### src/rtl/spi_memory_pkg.sv
// Shared opcodes and FSM state encodings for the SPI memory slave.
// Latency: none (definitions only).
// Backpressure: not applicable.
package spi_memory_pkg;

    localparam logic [7:0] OP_READ      = 8'h03;
    localparam logic [7:0] OP_FAST_READ = 8'h0B;
    localparam logic [7:0] OP_PROGRAM   = 8'h02;
    localparam logic [7:0] OP_JEDEC_ID  = 8'h9F;

    typedef enum logic [3:0] {
        ST_IDLE   = 4'd0,
        ST_OPCODE = 4'd1,
        ST_ADDR   = 4'd2,
        ST_DUMMY  = 4'd3,
        ST_READ   = 4'd4,
        ST_WRITE  = 4'd5,
        ST_ID     = 4'd6,
        ST_IGNORE = 4'd7
    } state_t;

endpackage

### src/rtl/spi_memory_slave_if.sv
// SPI pins, memory port and status bundled between the slave and its environment.
// Latency: none (wiring only).
// Backpressure: none; the memory answers a read one cycle after mem_rd.
interface spi_memory_slave_if #(
    parameter int ADDR_BYTES = 3
);
    logic                    sck;
    logic                    cs;
    logic                    mosi;
    logic                    miso;
    logic                    miso_oe;
    logic [8*ADDR_BYTES-1:0] mem_addr;
    logic                    mem_rd;
    logic [7:0]              mem_rdata;
    logic                    mem_wr;
    logic [7:0]              mem_wdata;
    logic                    busy;
    logic [3:0]              state_out;

    modport slave (
        input  sck, cs, mosi, mem_rdata,
        output miso, miso_oe, mem_addr, mem_rd, mem_wr, mem_wdata, busy, state_out
    );

    modport master (
        output sck, cs, mosi, mem_rdata,
        input  miso, miso_oe, mem_addr, mem_rd, mem_wr, mem_wdata, busy, state_out
    );
endinterface

### src/rtl/spi_input_sync.sv
// Two-flop synchronizers for sck/cs/mosi plus sck rise/fall and cs fall/rise pulses.
// Latency: 2 main clock cycles from pin to synchronized level and edge pulse.
// Backpressure: none; sck must stay at or below main_clock/8.
module spi_input_sync (
    input  logic clk,
    input  logic rst,
    input  logic sck,
    input  logic cs,
    input  logic mosi,
    output logic sck_rise,
    output logic sck_fall,
    output logic cs_fall,
    output logic cs_rise,
    output logic mosi_s
);
    // [0] first flop, [1] synchronized level, [2] previous synchronized level
    logic [2:0] sck_q;
    logic [2:0] cs_q;
    logic [1:0] mosi_q;

    // Shift the pins through the synchronizer chains; cs idles high so no edge fires out of reset
    always_ff @(posedge clk or posedge rst) begin
        if (rst) begin
            sck_q  <= 3'b000;
            cs_q   <= 3'b111;
            mosi_q <= 2'b00;
        end else begin
            sck_q  <= {sck_q[1:0], sck};
            cs_q   <= {cs_q[1:0], cs};
            mosi_q <= {mosi_q[0], mosi};
        end
    end

    // mosi has the same chain depth as sck, so mosi_s is the value present at the sampled sck edge
    assign sck_rise = sck_q[1] & ~sck_q[2];
    assign sck_fall = ~sck_q[1] & sck_q[2];
    assign cs_fall  = ~cs_q[1] & cs_q[2];
    assign cs_rise  = cs_q[1] & ~cs_q[2];
    assign mosi_s   = mosi_q[1];
endmodule

### src/rtl/spi_memory_slave.sv
// SPI mode-0 serial memory slave: READ, FAST READ, PROGRAM and JEDEC ID over a byte memory port.
// Latency: 2-cycle input sync; mem_rd issues 1 cycle after the byte-ending sck edge, data loaded 2 cycles later.
// Backpressure: none; the master paces everything via sck, memory must answer one cycle after mem_rd.
module spi_memory_slave
    import spi_memory_pkg::*;
#(
    parameter int          ADDR_BYTES = 3,
    parameter logic [23:0] JEDEC_ID   = 24'hEF4017,
    parameter int          FAST_DUMMY = 8
) (
    input logic                main_clock,
    input logic                reset,
    spi_memory_slave_if.slave  bus
);
    localparam int AW = 8 * ADDR_BYTES;

    logic sck_rise, sck_fall, cs_fall, cs_rise, mosi_s;

    spi_input_sync u_sync (
        .clk      (main_clock),
        .rst      (reset),
        .sck      (bus.sck),
        .cs       (bus.cs),
        .mosi     (bus.mosi),
        .sck_rise (sck_rise),
        .sck_fall (sck_fall),
        .cs_fall  (cs_fall),
        .cs_rise  (cs_rise),
        .mosi_s   (mosi_s)
    );

    state_t          state;
    logic [7:0]      shift_in;
    logic [7:0]      opcode;
    logic [7:0]      out_shift;
    logic [7:0]      wdata;
    logic [AW-1:0]   addr;
    logic [15:0]     cnt;
    logic [2:0]      bit_cnt;
    logic [1:0]      id_idx;
    logic            rd, rd_q, wr, miso_r, oe_r, busy_r;
    logic [7:0]      in_byte;

    assign in_byte = {shift_in[6:0], mosi_s};

    function automatic logic [7:0] id_byte(input logic [1:0] idx);
        case (idx)
            2'd0:    return JEDEC_ID[23:16];
            2'd1:    return JEDEC_ID[15:8];
            default: return JEDEC_ID[7:0];
        endcase
    endfunction

    // Command FSM: decodes the serial stream and drives the memory strobes and miso shifter
    always_ff @(posedge main_clock or posedge reset) begin
        if (reset) begin
            state     <= ST_IDLE;
            shift_in  <= '0;
            opcode    <= '0;
            out_shift <= '0;
            wdata     <= '0;
            addr      <= '0;
            cnt       <= '0;
            bit_cnt   <= '0;
            id_idx    <= '0;
            rd        <= 1'b0;
            rd_q      <= 1'b0;
            wr        <= 1'b0;
            miso_r    <= 1'b0;
            oe_r      <= 1'b0;
            busy_r    <= 1'b0;
        end else begin
            rd   <= 1'b0;
            wr   <= 1'b0;
            rd_q <= rd;
            // Address advances the cycle after a write strobe so mem_addr is stable while mem_wr is high
            if (wr) addr <= addr + AW'(1);

            case (state)
                ST_IDLE: begin
                    if (cs_fall) begin
                        state   <= ST_OPCODE;
                        cnt     <= '0;
                        bit_cnt <= '0;
                        busy_r  <= 1'b1;
                    end
                end
                ST_OPCODE: begin
                    if (sck_rise) begin
                        shift_in <= in_byte;
                        bit_cnt  <= bit_cnt + 3'd1;
                        if (bit_cnt == 3'd7) begin
                            opcode  <= in_byte;
                            bit_cnt <= '0;
                            cnt     <= '0;
                            case (in_byte)
                                OP_READ, OP_FAST_READ, OP_PROGRAM: state <= ST_ADDR;
                                OP_JEDEC_ID: begin
                                    state     <= ST_ID;
                                    out_shift <= id_byte(2'd0);
                                    id_idx    <= 2'd1;
                                end
                                default: state <= ST_IGNORE;
                            endcase
                        end
                    end
                end
                ST_ADDR: begin
                    if (sck_rise) begin
                        addr <= {addr[AW-2:0], mosi_s};
                        cnt  <= cnt + 16'd1;
                        if (cnt == 16'(AW - 1)) begin
                            cnt     <= '0;
                            bit_cnt <= '0;
                            if (opcode == OP_PROGRAM) begin
                                state <= ST_WRITE;
                            end else if (opcode == OP_FAST_READ && FAST_DUMMY > 0) begin
                                state <= ST_DUMMY;
                            end else begin
                                state <= ST_READ;
                                rd    <= 1'b1;
                            end
                        end
                    end
                end
                ST_DUMMY: begin
                    if (sck_rise) begin
                        cnt <= cnt + 16'd1;
                        if (cnt == 16'(FAST_DUMMY - 1)) begin
                            state   <= ST_READ;
                            rd      <= 1'b1;
                            bit_cnt <= '0;
                        end
                    end
                end
                ST_READ: begin
                    if (sck_fall) begin
                        miso_r    <= out_shift[7];
                        oe_r      <= 1'b1;
                        out_shift <= {out_shift[6:0], 1'b0};
                        bit_cnt   <= bit_cnt + 3'd1;
                        // Last bit of the byte is on the wire: prefetch the next one
                        if (bit_cnt == 3'd7) begin
                            addr <= addr + AW'(1);
                            rd   <= 1'b1;
                        end
                    end
                end
                ST_WRITE: begin
                    if (sck_rise) begin
                        shift_in <= in_byte;
                        bit_cnt  <= bit_cnt + 3'd1;
                        if (bit_cnt == 3'd7) begin
                            wr    <= 1'b1;
                            wdata <= in_byte;
                        end
                    end
                end
                ST_ID: begin
                    if (sck_fall) begin
                        miso_r    <= out_shift[7];
                        oe_r      <= 1'b1;
                        out_shift <= {out_shift[6:0], 1'b0};
                        bit_cnt   <= bit_cnt + 3'd1;
                        if (bit_cnt == 3'd7) begin
                            out_shift <= id_byte(id_idx);
                            id_idx    <= (id_idx == 2'd2) ? 2'd0 : id_idx + 2'd1;
                        end
                    end
                end
                ST_IGNORE: begin
                    // Unknown opcode: stay silent until the master deselects
                end
                default: state <= ST_IDLE;
            endcase

            // Deselect wins over any state change but leaves a just-completed write strobe intact
            if (cs_rise) begin
                state  <= ST_IDLE;
                miso_r <= 1'b0;
                oe_r   <= 1'b0;
                busy_r <= 1'b0;
            end

            // Memory returns data one cycle after the strobe; load it for the next falling edge
            if (rd_q) out_shift <= bus.mem_rdata;
        end
    end

    assign bus.miso      = miso_r;
    assign bus.miso_oe   = oe_r;
    assign bus.mem_addr  = addr;
    assign bus.mem_rd    = rd;
    assign bus.mem_wr    = wr;
    assign bus.mem_wdata = wdata;
    assign bus.busy      = busy_r;
    assign bus.state_out = state;
endmodule
### src/flat_wrapper.sv
// flat-port wrapper written by rule: the top's interface ports become plain ports
module spi_memory_slave_flat import spi_memory_pkg::*;
#(
    parameter int          ADDR_BYTES = 3,
    parameter logic [23:0] JEDEC_ID   = 24'hEF4017,
    parameter int          FAST_DUMMY = 8
)
  (main_clock, reset, bus_sck, bus_cs, bus_mosi, bus_mem_rdata, bus_miso, bus_miso_oe, bus_mem_addr, bus_mem_rd, bus_mem_wr, bus_mem_wdata, bus_busy, bus_state_out);
  spi_memory_slave_if #(.ADDR_BYTES(ADDR_BYTES)) bus_i ();
  input logic main_clock;
  input logic reset;
  input wire logic [$bits(bus_i.sck)-1:0] bus_sck;
  input wire logic [$bits(bus_i.cs)-1:0] bus_cs;
  input wire logic [$bits(bus_i.mosi)-1:0] bus_mosi;
  input wire logic [$bits(bus_i.mem_rdata)-1:0] bus_mem_rdata;
  output wire logic [$bits(bus_i.miso)-1:0] bus_miso;
  output wire logic [$bits(bus_i.miso_oe)-1:0] bus_miso_oe;
  output wire logic [$bits(bus_i.mem_addr)-1:0] bus_mem_addr;
  output wire logic [$bits(bus_i.mem_rd)-1:0] bus_mem_rd;
  output wire logic [$bits(bus_i.mem_wr)-1:0] bus_mem_wr;
  output wire logic [$bits(bus_i.mem_wdata)-1:0] bus_mem_wdata;
  output wire logic [$bits(bus_i.busy)-1:0] bus_busy;
  output wire logic [$bits(bus_i.state_out)-1:0] bus_state_out;
  assign bus_i.sck = bus_sck;
  assign bus_i.cs = bus_cs;
  assign bus_i.mosi = bus_mosi;
  assign bus_i.mem_rdata = bus_mem_rdata;
  assign bus_miso = bus_i.miso;
  assign bus_miso_oe = bus_i.miso_oe;
  assign bus_mem_addr = bus_i.mem_addr;
  assign bus_mem_rd = bus_i.mem_rd;
  assign bus_mem_wr = bus_i.mem_wr;
  assign bus_mem_wdata = bus_i.mem_wdata;
  assign bus_busy = bus_i.busy;
  assign bus_state_out = bus_i.state_out;
  spi_memory_slave #(.ADDR_BYTES(ADDR_BYTES), .JEDEC_ID(JEDEC_ID), .FAST_DUMMY(FAST_DUMMY)) u_core (.main_clock(main_clock), .reset(reset), .bus(bus_i));
endmodule
### config.mk
export PLATFORM = sky130hd
export DESIGN_NAME = spi_memory_slave_flat
export DESIGN_NICKNAME = d
export VERILOG_FILES = /design/src/rtl/spi_memory_pkg.sv /design/src/rtl/spi_memory_slave_if.sv /design/src/rtl/spi_input_sync.sv /design/src/rtl/spi_memory_slave.sv /design/src/flat_wrapper.sv
export SDC_FILE = /design/constraint.sdc
export NUM_CORES = 1
export LEC_CHECK = 0
export CELL_PAD_IN_SITES_DETAIL_PLACEMENT = 0
export CELL_PAD_IN_SITES_GLOBAL_PLACEMENT = 1
export CORE_AREA = 10 10 90 170
export CTS_CLUSTER_SIZE = 10
export DETAILED_ROUTE_END_ITERATION = 6
export DIE_AREA = 0 0 100 180
export PLACE_DENSITY = 0.8
export SYNTH_ARGS = -nofsm -noshare
export SYNTH_HDL_FRONTEND = slang
export SYNTH_SLANG_ARGS = --single-unit
### constraint.sdc
create_clock -name main_clock -period 3.91 [get_ports main_clock]
set_input_delay 0.9775 -clock main_clock [delete_from_list [all_inputs] [get_ports main_clock]]
set_output_delay 0.9775 -clock main_clock [all_outputs]
set_load 0.02 [all_outputs]
==> results of run 1 <==
-- cell families (layout without fill, tap and decap cells) --
group,after synthesis,count (layout),share of synthesized area [%]
AND/OR/NAND/NOR,242,242,24.13
AO/OA/AOI/OAI,151,151,18.95
flip-flops,93,93,43.11
buffers and inverters,54,93,4.859
XOR/XNOR,21,21,3.401
multiplexers,20,20,4.095
adder cells (fa/ha/maj),6,6,1.388
other,1,1,0.06935
-- how the worst min path moves through the flow --
stage / start / end / slack [ps] / cells past startpoint
2_1_floorplan: u_core.u_sync.mosi_q[0] / u_core.u_sync.mosi_q[1] / 330 / 0
3_3_place_gp: u_core.u_sync.mosi_q[0] / u_core.u_sync.mosi_q[1] / 330 / 0
3_5_place_dp: u_core.u_sync.sck_q[0] / u_core.u_sync.sck_q[1] / 340 / 0
4_1_cts: u_core.u_sync.mosi_q[0] / u_core.u_sync.mosi_q[1] / 360 / 0
5_1_grt: u_core.u_sync.cs_q[0] / u_core.u_sync.cs_q[1] / 360 / 0
6_report: u_core.u_sync.mosi_q[0] / u_core.u_sync.mosi_q[1] / 360 / 0
-- metal layers --
metal / share of wire [%] / track usage, %
met1: 35 / 17.39
met2: 56 / 31.68
met3: 4.1 / 3.226
met4: 4.8 / 10.63
met5: 0 / 0
-- registers in the layout (all words and copies together) (netlist names) --
register,flops
u_core.bit_cnt,3
u_core.bus.busy,1
u_core.bus.mem_addr,24
u_core.bus.mem_rd,1
u_core.bus.mem_wdata,8
u_core.bus.mem_wr,1
u_core.bus.miso,1
u_core.bus.miso_oe,1
u_core.bus.state_out,3
u_core.cnt,16
u_core.id_idx,2
u_core.opcode,8
u_core.out_shift,8
u_core.rd_q,1
u_core.shift_in,7
u_core.u_sync.cs_q,3
u_core.u_sync.mosi_q,2
u_core.u_sync.sck_q,3
-- synthesized netlist by cell type (11+ instances only) --
| cell type | count | area share, % |
|---|---|---|
| nor2b_1 | 11 | 1.3 |
| xor2_1 | 14 | 2.3 |
| dfrtp_1 | 90 | 42 |
| nand3_1 | 25 | 2.3 |
| nand2_1 | 71 | 4.9 |
| nand4_1 | 13 | 1.5 |
| a21oi_1 | 38 | 3.5 |
| a31oi_1 | 11 | 1.3 |
| mux2_2 | 16 | 3.3 |
| nor3_1 | 16 | 1.5 |
| inv_1 | 15 | 1.0 |
| o21ai_0 | 27 | 2.5 |
| nor2_1 | 38 | 2.6 |
| clkbuf_1 | 18 | 1.2 |
-- cell type report --
type / count / area, um2
sequential: 93 / 2331
tap: 150 / 187.7
clock inverter: 7 / 96.34
clock buffer: 9 / 225.2
inverter: 17 / 65.06
multi-input combinational: 441 / 2814
fill: 1169 / 6242
timing repair buffer: 60 / 593.1
-- per-stage QoR --
| step | worst slack (ps) | hold WS [ps] |
|---|---|---|
| final | 972.8 | 357.9 |
| after global routing | 891.0 | 362.4 |
| after CTS | 991.0 | 359.5 |
| after detailed placement | 1334 | 336.4 |
| after global placement | 1387 | 335.0 |
| after floorplan | 517.2 | 331.2 |
-- power groups by stage --
stage | clock (mW) | sequential (mW) | combinational (mW)
after floorplan | 0 | 1.14 | 0.283
after global placement | 0 | 1.18 | 0.364
after detailed placement | 0 | 1.18 | 0.372
after CTS | 0.957 | 1.16 | 0.379
after global routing | 0.997 | 1.18 | 0.422
final | 0.937 | 1.17 | 0.373
==> summary.txt, run 1 <==
Timing
  • Setup_tns: 0 ps
  • Unrepaired setup endpoints after global routing: no
  • Shortest period the worst path allows: 2937 ps
  • Timing-limited maximum frequency: 0.3405 GHz
  • Slew of the pin with the lowest slew margin: 911.1 ps
  • Fin crit share: 75.12%
  • Fin. Hold Viols: 0
  • Max transition margin: 39.03%
  • Setup Skew: 7.129 ps
  • Final setup viols: 0
  • Max-slew violation count: 0

Logic synthesis
  • Synth Warn #: 0
  • Cells after Synth: 588
  • Post-synthesis sequential area ratio: 43.11%
  • Share of flip-flops with an asynchronous set or reset after synthesis: 100.0%
  • Syn_nets: 607
  • Post-synthesis sequential element count: 93
  • Count of different cell masters after synthesis: 82
  • Post-synth EDFFs: 0
  • Mapped Area: 5408 um2
  • Mean instance size in the synthesized netlist: 9.197 um2
  • Primary flip-flop cell chosen by synthesis mapping: dfrtp_1

GRT
  • Vias in the first global route: 4907
  • Combined global-route utilization of all metal layers: 17.41%
  • Total congestion overflow: 0
  • First-pass GRT wire length: 25520 um
  • Number of antenna violations at the first check in global routing: 0
  • Largest net degree at the start of global routing: 49

Pwr
  • Internal power summed over all cells: 1.736 mW
  • Net switching power: 0.7400 mW
  • Combinational group share of total power: 15.1%
  • Power per standard cell area: 392.2 nW/um2
  • Reg power frac: 47.1%
  • Switching Fraction: 29.89%
  • Worst voltage drop across the vdd grid: 295.4 uV
  • Final total power: 2.476 mW
  • Reported leakage power: 2.583 nW
  • Fraction of power consumed by the clock network: 37.9%

Finish
  • Final standard cell area without fillers: 6312 um2
  • Total Nets Final: 641
  • Layout Cells excl Fill: 777
  • Most frequent standard cell in the layout excluding fill and tap cells: dfrtp_1
  • Final standard cell utilization of the core: 50.28%
  • Commonest non-fill, non-tap cells in the layout: dfrtp_1, nand2_1, clkdlybuf4s50_1
  • Number of diodes: 0
  • Layout area overhead: 16.73%
  • Share of post-route cells with drive strength above 1: 11.64%

Drt
  • Detailed-route DRC error count: 0
  • Remaining antenna violation count after routing: 0
  • Drt wl/cell: 20.19 um
  • Initial DRC count: 277
  • Number of vias in the routed layout: 4655
  • Via count normalized by instance count: 5.991
  • 1st-pass router iterations: 4
  • Wire length reported by the detailed router: 15680 um

Worst setup path
  • Startpoint-to-endpoint class of the critical path: reg2out
  • Critical-path cell with the highest stage delay: dfrtp_1
  • Largest stage delay on the critical path: 850 ps
  • Total stage count of the critical path: 1
  • Family of cells with the greatest summed delay on the critical path: flip-flops
  • Launch instance of the worst register-to-register path: u_core.u_sync.sck_q[2]
  • Worst setup endpoint: bus_state_out[2]
  • Crit-path cells: clkdlybuf4s50_1
  • Cells on worst reg2reg path: 5
  • Highest fanout seen on the critical path: 24
  • Endpoint required time on the critical path: 2930 ps
  • FF-to-FF setup slack: 1320 ps
  • Category of the worst setup path capture point: output pin
  • Critical path data arrival time: 1960 ps
  • Number of buffers and inverters on the critical path: 1
  • Launching element of the worst setup path: u_core.bus.state_out[2]
  • Kind of start point of the critical path: flip-flop
  • Endpoint of the worst-slack reg-to-reg timing path: u_core.bus.mem_wdata[7]

Placement
  • Placed Instances: 761
  • Weighted congestion at the end of routability-driven global placement: 0.9066
  • Placed standard-cell area: 5991 um2
  • Half-perimeter wire length after placement: 11770 um
  • Input/output buffers: 52

Floorplan
  • # IOs: 54
  • Initial cell density of the core: 43.07%
  • Horiz. Die Dim: 100 um
  • Floorplan core area: 12550 um2
  • Die Outline Area: 18000 um2
  • Std-Cell Rows: 58
  • Die Y: 180 um

Min path
  • Worst min-delay path category: reg2reg

CTS
  • Skew-Pair Late Insertion Delay: 350 ps
  • CTS H-tree depth: 3
  • Clock Pin Slew Worst Setup and Hold Paths: 70 ps
  • Maximum clock insertion buffer count: 2
  • Hold buffer count at CTS: 0
  • Post-CTS sizing: 0
  • Total clock sinks: 93
  • Clock tree from TritonCTS: done
  • Root buf cell: clkbuf_16
  • CTS Buf Count: 9
  • # Post-CTS Setup Buffers: 0

Run status
  • Status: complete, no violations

Job
  • Number of maximum-capacitance violations: 0
Power figures use the tool's default switching activity.
==> run 2, diff against run 1 <==
- clock period: 3.91 -> 2.8 ns (I/O delays scaled with it)
==> run 2 against run 1 <==
Against the previous run: clock skew grew 4.1 ps; count of clock-buffer cells in the layout is the same; design area grew 1.8%; critical path depth grew 1; sequential share of layout area shrank 0.65 points; clock power grew 36%; non-clock buffer count grew 16; cell count grew 2.1%; worst hold slack gained 6.6 ps; power grew 39%; global-route usage grew 0.64 points; first-iteration DRC count grew 25%; critical path type unchanged; critical endpoint is now bus_state_out[0]; largest power group unchanged.
==> summary.txt, run 2 (same netlist as run 1, synthesis figures left out) <==
Timing
  • Unrepaired setup endpoints after global routing: no
  • Post-layout worst setup margin: 212.3 ps
  • Setup Skew: 11.24 ps
  • Max transition margin: 58.31%
  • Max-slew violation count: 0
  • Setup_tns: 0 ps
  • Fin. Hold Viols: 0
  • Final setup viols: 0
  • Slew of the pin with the lowest slew margin: 625.3 ps
  • Timing-limited maximum frequency: 0.3864 GHz
  • Fin crit share: 92.42%
  • Shortest period the worst path allows: 2588 ps

Job
  • Number of maximum-capacitance violations: 0

Worst setup path
  • Endpoint required time on the critical path: 2100 ps
  • Critical path data arrival time: 1890 ps
  • Kind of start point of the critical path: flip-flop
  • Startpoint-to-endpoint class of the critical path: reg2out
  • Cells on worst reg2reg path: 9
  • Category of the worst setup path capture point: output pin
  • FF-to-FF setup slack: 350 ps
  • Highest fanout seen on the critical path: 12

Finish
  • Max FFs per register: 24
  • Final standard cell utilization of the core: 51.18%
  • Most frequent standard cell in the layout excluding fill and tap cells: dfrtp_1
  • Layout Cells excl Fill: 793
  • Share of post-route cells with drive strength above 1: 13.84%
  • Layout area overhead: 18.81%
  • Commonest non-fill, non-tap cells in the layout: dfrtp_1, nand2_1, clkdlybuf4s50_1
  • Total Nets Final: 657
  • Number of diodes: 0

Floorplan
  • Die Outline Area: 18000 um2
  • Horiz. Die Dim: 100 um
  • Initial cell density of the core: 43.07%
  • # IOs: 54
  • Floorplan core area: 12550 um2
  • Std-Cell Rows: 58
  • Die Y: 180 um

Pwr
  • Reported leakage power: 2.660 nW
  • Worst voltage drop across the vdd grid: 449.7 uV
  • Power per standard cell area: 535.2 nW/um2

GRT
  • First-pass GRT wire length: 26390 um
  • Largest net degree at the start of global routing: 94
  • Total congestion overflow: 0
  • Number of antenna violations at the first check in global routing: 0
  • Combined global-route utilization of all metal layers: 18.05%
  • Vias in the first global route: 5117

Drt
  • Detailed-route DRC error count: 0
  • Initial DRC count: 347
  • 1st-pass router iterations: 5
  • Remaining antenna violation count after routing: 0
  • Drt wl/cell: 20.24 um
  • Via count normalized by instance count: 6.053
  • Number of vias in the routed layout: 4800
  • Wire length reported by the detailed router: 16050 um

CTS
  • Total clock sinks: 93
  • Post-CTS sizing: 0
  • Maximum clock insertion buffer count: 2
  • Root buf cell: clkbuf_16
  • Skew-Pair Late Insertion Delay: 350 ps
  • CTS H-tree depth: 3
  • Clock tree from TritonCTS: done
  • CTS Buf Count: 9
  • # Post-CTS Setup Buffers: 0
  • Hold buffer count at CTS: 0
  • Clock Pin Slew Worst Setup and Hold Paths: 70 ps

Min path
  • Worst min-delay path category: reg2reg
  • Number of cells on the worst hold path: 0

Placement
  • Placed Instances: 777
  • Setup slack at placement: 412.5 ps
  • Half-perimeter wire length after placement: 11920 um
  • Weighted congestion at the end of routability-driven global placement: 0.8980
  • Input/output buffers: 52

Run status
  • Status: complete, no violations
[run 2: per-layer routing]
metal / GRT usage, % / routed length [um]
met1: 18.33 / 5632
met2: 32.64 / 8976
met3: 3.802 / 651
met4: 10.06 / 789
met5: 0 / 0
[run 2: final timing paths]
kind | startpoint | endpoint
worst max-delay path | u_core.bus.state_out[0] | bus_state_out[0]
worst min-delay path | u_core.u_sync.cs_q[0] | u_core.u_sync.cs_q[1]
worst max register to register | u_core.bit_cnt[0] | u_core.bus.mem_addr[8]
worst min register to register | u_core.u_sync.cs_q[0] | u_core.u_sync.cs_q[1]
max in group asynchronous | reset | u_core.bus.mem_addr[12]
min in group asynchronous | reset | u_core.bus.mem_addr[15]
[run 2: cell type report]
cell class	count	area, um2
Inverter	17	67.56
Tap cell	150	187.7
Sequential cell	93	2331
Fill cell	1178	6130
Timing Repair Buffer	76	713.2
Clock inverter	7	86.33
Clock buffer	9	225.2
Multi-Input combinational cell	441	2814
[run 2: per-stage QoR]
stage	power [mW]	instance area [um2]	hold WS (ps)
floorplan	1.988	5411	331.2
global placement	2.177	6113	334.8
detailed placement	2.199	6113	354.2
CTS	3.467	6425	365.5
global route	3.605	6425	368.9
finish	3.439	6425	364.5
[run 2: worst max-delay path: stages, from the launching register on]
cell	delay (ps)
dfrtp_1	620
buf_4	260
clkdlybuf4s50_1	650
[run 2: report_power, final]
group | total (mW) | leakage [nW] | internal [mW] | switching, mW
registers | 1.61 | 1.24 | 1.47 | 0.142
clock network | 1.27 | 0.151 | 0.644 | 0.622
logic | 0.565 | 1.27 | 0.262 | 0.303
